===== src/rtl/mem_arbiter.sv =====
// mem_arbiter: shares one registered memory port between an instruction-fetch
// requester and a load/store requester, one transaction in flight at a time.
module mem_arbiter #(
  parameter int ADDR_W     = 32,
  parameter int DATA_W     = 32,
  parameter int STARVE_MAX = 4
) (
  input  logic                clk,
  input  logic                rst_n,
  // instruction-fetch port
  input  logic                i_req,
  input  logic [ADDR_W-1:0]   i_addr,
  output logic                i_gnt,
  output logic                i_rvalid,
  output logic [DATA_W-1:0]   i_rdata,
  // load/store port
  input  logic                d_req,
  input  logic                d_we,
  input  logic [DATA_W/8-1:0] d_be,
  input  logic [ADDR_W-1:0]   d_addr,
  input  logic [DATA_W-1:0]   d_wdata,
  output logic                d_gnt,
  output logic                d_rvalid,
  output logic [DATA_W-1:0]   d_rdata,
  // shared memory port
  output logic                m_req,
  output logic                m_we,
  output logic [DATA_W/8-1:0] m_be,
  output logic [ADDR_W-1:0]   m_addr,
  output logic [DATA_W-1:0]   m_wdata,
  input  logic                m_gnt,
  input  logic                m_rvalid,
  input  logic [DATA_W-1:0]   m_rdata
);

  localparam int BE_W  = DATA_W / 8;
  localparam int CNT_W = (STARVE_MAX < 1) ? 1 : $clog2(STARVE_MAX + 1);

  typedef enum logic [1:0] {IDLE, REQ, RSP} state_t;
  typedef enum logic [1:0] {OWN_NONE, OWN_I, OWN_D} owner_t;

  state_t            r_state,      w_state_nxt;
  owner_t            r_owner,      w_owner_nxt;
  logic [CNT_W-1:0]  r_starve_cnt, w_starve_nxt;
  logic              r_m_req,      w_m_req_nxt;
  logic              r_m_we,       w_m_we_nxt;
  logic [BE_W-1:0]   r_m_be,       w_m_be_nxt;
  logic [ADDR_W-1:0] r_m_addr,     w_m_addr_nxt;
  logic [DATA_W-1:0] r_m_wdata,    w_m_wdata_nxt;
  logic              w_fetch_wins;
  logic              w_starved;

  assign w_starved    = (r_starve_cnt == CNT_W'(STARVE_MAX));
  assign w_fetch_wins = i_req && (!d_req || w_starved);

  // NOTE: every combinational output gets a default before the case so no
  // path through the block leaves a signal unassigned (which would infer a latch).
  always_comb begin
    w_state_nxt   = r_state;
    w_owner_nxt   = r_owner;
    w_starve_nxt  = r_starve_cnt;
    w_m_req_nxt   = r_m_req;
    w_m_we_nxt    = r_m_we;
    w_m_be_nxt    = r_m_be;
    w_m_addr_nxt  = r_m_addr;
    w_m_wdata_nxt = r_m_wdata;
    i_gnt         = 1'b0;
    d_gnt         = 1'b0;
    i_rvalid      = 1'b0;
    d_rvalid      = 1'b0;

    unique case (r_state)
      IDLE: begin
        if (i_req || d_req) begin
          w_state_nxt = REQ;
          w_m_req_nxt = 1'b1;
          if (w_fetch_wins) begin
            w_owner_nxt   = OWN_I;
            w_m_we_nxt    = 1'b0;
            w_m_be_nxt    = '1;
            w_m_addr_nxt  = i_addr;
            w_m_wdata_nxt = '0;
            w_starve_nxt  = '0;
          end else begin
            w_owner_nxt   = OWN_D;
            w_m_we_nxt    = d_we;
            w_m_be_nxt    = d_be;
            w_m_addr_nxt  = d_addr;
            w_m_wdata_nxt = d_wdata;
            // fetch lost while asking: count toward forcing it through
            if (i_req && !w_starved) w_starve_nxt = r_starve_cnt + CNT_W'(1);
          end
        end
      end
      REQ: begin
        if (m_gnt) begin
          i_gnt       = (r_owner == OWN_I);
          d_gnt       = (r_owner == OWN_D);
          w_m_req_nxt = 1'b0;
          w_state_nxt = RSP;
        end
      end
      RSP: begin
        if (m_rvalid) begin
          i_rvalid    = (r_owner == OWN_I);
          d_rvalid    = (r_owner == OWN_D);
          w_state_nxt = IDLE;
        end
      end
      default: w_state_nxt = IDLE;
    endcase
  end

  // NOTE: sequential state uses non-blocking assignments so every register
  // samples the pre-edge values, independent of statement order.
  always_ff @(posedge clk or negedge rst_n) begin
    if (!rst_n) begin
      r_state      <= IDLE;
      r_owner      <= OWN_NONE;
      r_starve_cnt <= '0;
      r_m_req      <= 1'b0;
      r_m_we       <= 1'b0;
      r_m_be       <= '0;
      r_m_addr     <= '0;
      r_m_wdata    <= '0;
    end else begin
      r_state      <= w_state_nxt;
      r_owner      <= w_owner_nxt;
      r_starve_cnt <= w_starve_nxt;
      r_m_req      <= w_m_req_nxt;
      r_m_we       <= w_m_we_nxt;
      r_m_be       <= w_m_be_nxt;
      r_m_addr     <= w_m_addr_nxt;
      r_m_wdata    <= w_m_wdata_nxt;
    end
  end

  assign m_req   = r_m_req;
  assign m_we    = r_m_we;
  assign m_be    = r_m_be;
  assign m_addr  = r_m_addr;
  assign m_wdata = r_m_wdata;

  // read data is broadcast; each requester qualifies it with its own rvalid
  assign i_rdata = m_rdata;
  assign d_rdata = m_rdata;

endmodule


===== config.mk =====
export PLATFORM = sky130hd
export DESIGN_NAME = mem_arbiter
export DESIGN_NICKNAME = d
export VERILOG_FILES = /design/src/rtl/mem_arbiter.sv
export SDC_FILE = /design/constraint.sdc
export NUM_CORES = 1
export LEC_CHECK = 0
export CAP_MARGIN = 10
export CORE_ASPECT_RATIO = 0.7
export CORE_UTILIZATION = 33
export CTS_CLUSTER_SIZE = 8
export DETAILED_ROUTE_END_ITERATION = 7
export PLACE_DENSITY_LB_ADDON = 0.12
export SLEW_MARGIN = 20
export SYNTH_ARGS = -nofsm -noshare
export SYNTH_HDL_FRONTEND = slang
export SYNTH_SLANG_ARGS = --single-unit

===== constraint.sdc =====
create_clock -name clk -period 1.4 [get_ports clk]
set_input_delay 0.21 -clock clk [delete_from_list [all_inputs] [get_ports clk]]
set_output_delay 0.21 -clock clk [all_outputs]
set_load 0.02 [all_outputs]

* Word level (Yosys, flattened, before mapping)
Index checks and enable logic that the tools add are counted.
** Cells by class
- $add $sub $neg :: 1
- Multipliers :: 0
- Div/mod/pow operators :: 0
- $lt $le $gt $ge :: 0
- Equality and inequality tests :: 8
- Shift operators :: 0
- Mux-type cells :: 22
- Bitwise logic cells :: 0
- Reduce and logical (&&, ||, !) cells :: 13
** Operator list (number)
- 32-bit 2-to-1 mux :: 2
- 1-bit 2-to-1 mux :: 11
- 3-bit AND reduction :: 3
- 2-bit 2-to-1 mux :: 4
- 3-bit 2-to-1 mux :: 2
- 2-bit != test (second input constant) :: 3
- 2-bit one-hot mux with 3 select lines :: 1
- 2-bit by 1-bit == test with 1-bit output (second input constant) :: 2
- 2-bit == test (second input constant) :: 2
- 4-bit 2-to-1 mux :: 1
- 2-bit nonzero test :: 2
- 3-bit by 1-bit adder with 3-bit output (second input constant) :: 1
- 3-bit == test (second input constant) :: 1
- 1-bit logical AND :: 2
- 1-bit zero test :: 2
- 2-bit zero test :: 1
- 1-bit logical OR :: 2
- 1-bit one-hot mux with 2 select lines :: 1
- 2-bit AND reduction :: 1
** Storage, ports and cells
- Register bits :: 77
- Bits in latches :: 0
- Bits in writable memories :: 0
- Memory bits (read-only) :: 0
- Bits of input ports :: 139
- Output and inout bits :: 138
- Memories :: 0

* Longest topological paths before layout
Gate-level depths: netlist (run 1).
- Depth after elaboration :: 5
- Mapped depth :: 7

* Worst setup path after synthesis (run 1)
Ideal clock, no wire load.
- Path kind :: register to register
- Start :: reg r_starve_cnt[0]
- End :: reg r_owner[0]
- Arrival :: 1.278 ns
- Data required time :: 1.275 ns
- Slack :: -0.002 ns
- Cell stages (with the launch flop) :: 7
- Path through :: dfrtp_1 inv_1 ha_1 a21bo_1 and2_4 buf_6 mux2_2
** On the way
- Word-level cells in the longest chain between the ends :: 4
** Ends and longest elaborated chain
- start: declaration :: RTL line 44 : logic [CNT_W-1:0] r_starve_cnt, w_starve_nxt;
- start signal: assignment :: RTL line 129 : r_starve_cnt <= w_starve_nxt;
- 3-bit == test :: RTL line 53 : assign w_starved = (r_starve_cnt == CNT_W'(STARVE_MAX));
- 1-bit logical OR :: RTL line 54 : assign w_fetch_wins = i_req && (!d_req || w_starved);
- 1-bit logical AND :: RTL line 54
- 2-bit 2-to-1 mux :: RTL line 77 : if (w_fetch_wins) begin
- end signal: assignment :: RTL line 128 : r_owner <= w_owner_nxt;
- end: declaration :: RTL line 43 : owner_t r_owner, w_owner_nxt;
No other way between the ends.
A chain may end at the register's enable or synchronous reset.

* Final worst setup path (run 1)
- Start :: reg r_starve_cnt[0]
- End :: reg r_m_addr[8], in the netlist m_addr[8]
** On the way
- Word-level cells in the longest chain between the ends :: 4
** Ends and longest elaborated chain
- 3-bit == test :: RTL line 53
- 1-bit logical OR :: RTL line 54
- 1-bit logical AND :: RTL line 54
- 32-bit 2-to-1 mux :: RTL line 77
- end signal: assignment :: RTL line 133 : r_m_addr <= w_m_addr_nxt;
- end: declaration :: RTL line 48 : logic [ADDR_W-1:0] r_m_addr, w_m_addr_nxt;
No other way between the ends.

==> out/qor.csv, run 1 <==
stage,metric,value,unit
place,Setup WS pre-CTS,-0.3574,ns
timing,max-slew violations,0,
detailed_routing,vias per cell,5.553,
power_and_ir_drop,Lkg Pwr,2.753,nW
die,die height,96.08,um
job,max-cap violations,0,
timing,final hold slack,0.4117,ns
timing,TNS Setup,-1.166,ns
worst_setup_path,Setup CP Type,reg2reg,
grt,initial antenna violation count,0,
clocking,CTS Buf Count,9,
clocking,clk root buf,clkbuf_16,
power_and_ir_drop,Comb pwr share,56.7,%
power_and_ir_drop,Final Power,14.43,mW
min_path,Hold Crit Class,in2async,
finish,Area Growth Syn to Fin,57.33,%
finish,Layout Cells excl Fill,723,
clocking,Sink Count,77,
place,placed insts,681,
logic_synthesis,number of flops mapped to enable cells by yosys,0,
timing,setup violators final,51,
clocking,Worst-Skew Late Latency,0.33,ns
finish,layout cells sized above 1,18.90,%
die,DIE AREA,0.01311,sq mm
logic_synthesis,synthesized flop and latch total,77,
clocking,H-tree levels,3,
place,area post-placement,0.005731,sq mm
detailed_routing,Vias,4015,
place,placed wire-length estimate,8142,um
logic_synthesis,Syn Std Cell Area,0.004173,sq mm
timing,Final WS setup,-0.05197,ns
clocking,clock buffer depth,2,
logic_synthesis,ranking of synthesized cells by area,"dfrtp_1, buf_4, nand3_1",
logic_synthesis,Synth top cells by count,"dfrtp_1, buf_4, nand3_1, o21ai_0, o2bb2ai_1",
detailed_routing,Final ANT Viol Nets,0,
power_and_ir_drop,Clk pwr share,16.3,%
grt,first-pass GRT wire length,19420,um
timing,Worst Tran Pin Value,0.4694,ns
outcome,status,finished with violations,
timing,Hold Fails Final Rpt,0,
logic_synthesis,most frequent cell after synthesis,dfrtp_1,
detailed_routing,WL/cell,20.80,um
worst_setup_path,crit start category,register,
power_and_ir_drop,cell-internal power,8.512,mW
logic_synthesis,synth unique cells,30,
timing,Tmin final,1.452,ns
grt,largest net degree at the start of global routing,78,
timing,max frequency,0.6887,GHz
clocking,CTS tree,built,
power_and_ir_drop,sequential group share of total power,27.0,%
grt,vias in the first global route,3712,
logic_synthesis,share of the synthesized area in the top cell type,46.18,%
logic_synthesis,Async SR Flop Fraction,100.0,%
detailed_routing,First-pass DRT Iterations,6,
power_and_ir_drop,pwr dens,2199,mW/mm^2
die,Initial Util,34.73,%
clocking,Worst-path clk slew,0.06,ns
timing,Worst Clk Skew,0.005344,ns
worst_setup_path,Worst EP arrival,1.70,ns
timing,Rel. slew slack,68.71,%
power_and_ir_drop,sw frac,41.03,%
logic_synthesis,post-synthesis sequential area ratio,46.18,%
timing,period utilisation layout,103.7,%
power_and_ir_drop,Sw Pwr,5.922,mW
logic_synthesis,Post-Syn Nets,569,
worst_setup_path,Worst EP required,1.64,ns
finish,n_diodes,0,
detailed_routing,drt first-iter violations,281,
place,I/O Buffers,180,
logic_synthesis,Mapped Cells,428,
power_and_ir_drop,VDD IR-drop max,0.0008100,V
die,IO Count,277,
finish,Post-Route Utilization,54.64,%
die,FP Rows,33,
logic_synthesis,cell taking the most area after synthesis,dfrtp_1,
finish,# nets final,703,
outcome,failing checks,setup timing,
worst_setup_path,crit-path max FO,6,
grt,GRT overflow,0,
finish,fin area,0.006565,sq mm
logic_synthesis,Ys Warns,0,
logic_synthesis,average instance area after synthesis,9.749,sq um
place,final RePlAce weighted congestion,0.8205,
detailed_routing,DRC viols,0,
die,core area,0.01202,sq mm
timing,unrepaired setup endpoints after global routing,true,
worst_setup_path,crit end category,register,
grt,gr usage total,19.28,%
detailed_routing,wire length after detailed routing,15040,um
die,Chip Width,136.4,um
logic_synthesis,top_reg_cell synth,dfrtp_1,
## per-layer routing
metal,part of all wire [%],track usage [%],vias to the layer above
met5,0,0,-
met4,1.1,5.000,0
met3,8.7,6.056,26
met2,44,29.99,227
met1,46,25.91,1964
li1,-,-,1798
## cell type report
cell class	count	area [sq um]
Fill cell	1062	5450
Timing Repair Buffer	231	2427
Sequential cell	77	1927
Multi-Input combinational cell	241	1707
Clock buffer	11	252.7
Tap cell	157	196.4
Clock inverter	4	47.55
Inverter	2	7.507
## logic make-up (layout without fill, tap and decap cells)
group / count (synthesis) / in the layout / share of synthesized area [%]
AO/OA/AOI/OAI: 117 / 117 / 19.40
adder cells (fa/ha/maj): 2 / 2 / 0.5996
buffers and inverters: 111 / 248 / 17.69
flip-flops: 77 / 77 / 46.18
multiplexers: 2 / 2 / 0.5397
AND/OR/NAND/NOR: 119 / 120 / 15.59
## critical path: stages, from the launching register on
cell	delay [ns]
dfrtp_1	0.37
inv_2	0.06
ha_4	0.16
a21bo_4	0.23
and2_4	0.20
clkbuf_16	0.18
o211ai_1	0.16
## sequential cells by signal, summed over array words and instances, names as in the netlist
name,count
r_state,2
m_req,1
m_we,1
m_addr,32
m_be,4
r_owner,2
m_wdata,32
r_starve_cnt,3
## placed cells by master (no fill, tap or decap), drive strengths merged
cell / n
clkdlybuf4s50: 105
dfrtp: 77
dlygate4sd2: 70
nand3: 65
buf: 46
o21ai: 41
o2bb2ai: 34
nand4: 32
o211ai: 32
clkbuf: 20
nor2: 9
a21oi: 5
nand2b: 4
nand2: 3
inv: 2
nand3b: 2
or2: 2
and2: 2
a22o: 2
mux2: 2
clkinv: 2
ha: 2
a21bo: 1
or3b: 1
a211oi: 1
a31oi: 1
clkinvlp: 1
bufinv: 1
dlygate4sd3: 1
## path summary, 6_finish.rpt
path,from,endpoint,slack (ns),cells past startpoint
min reg2reg,m_req,m_req,0.48,2
min,rst_n,m_addr[21],0.41,3
max in group asynchronous,rst_n,m_addr[8],0.59,3
max reg2reg,r_starve_cnt[0],m_addr[8],-0.05,6
max,r_starve_cnt[0],m_addr[8],-0.05,6
min in group clk,m_rdata[21],d_rdata[21],0.42,0
## what timing repair did
| item | CTS | global route |
|---|---|---|
| hold endpoints to repair | 77 | 0 |
| cloned | 0 | 19 |
| hold buffers | 1 | 0 |
| endpoints found under the setup margin | 142 | 77 |
| setup buffers | 2 | 5 |
| resized for setup | 97 | 67 |
| pin swaps | 4 | 19 |
## power by group through the flow
stage,clock network (mW),registers (mW),logic [mW]
floorplan,0,4.95,2.90
global route,2.51,4.02,8.72
CTS,2.41,3.82,6.40
global placement,0,3.86,6.86
detailed placement,0,3.86,6.95
finish,2.35,3.90,8.18
No activity file was read; power rests on OpenSTA's default activity.
==> run 2: changes to the inputs <==
--- a/config.mk
+++ b/config.mk
@@ -5,7 +5,7 @@
 export SDC_FILE = /design/constraint.sdc
 export NUM_CORES = 1
 export LEC_CHECK = 0
-export CAP_MARGIN = 10
+export CAP_MARGIN = 20
 export CORE_ASPECT_RATIO = 0.7
 export CORE_UTILIZATION = 33
 export CTS_CLUSTER_SIZE = 8
==> results of run 2 <==
Same layout as run 1: the final DEF is identical, and so are final timing and power.
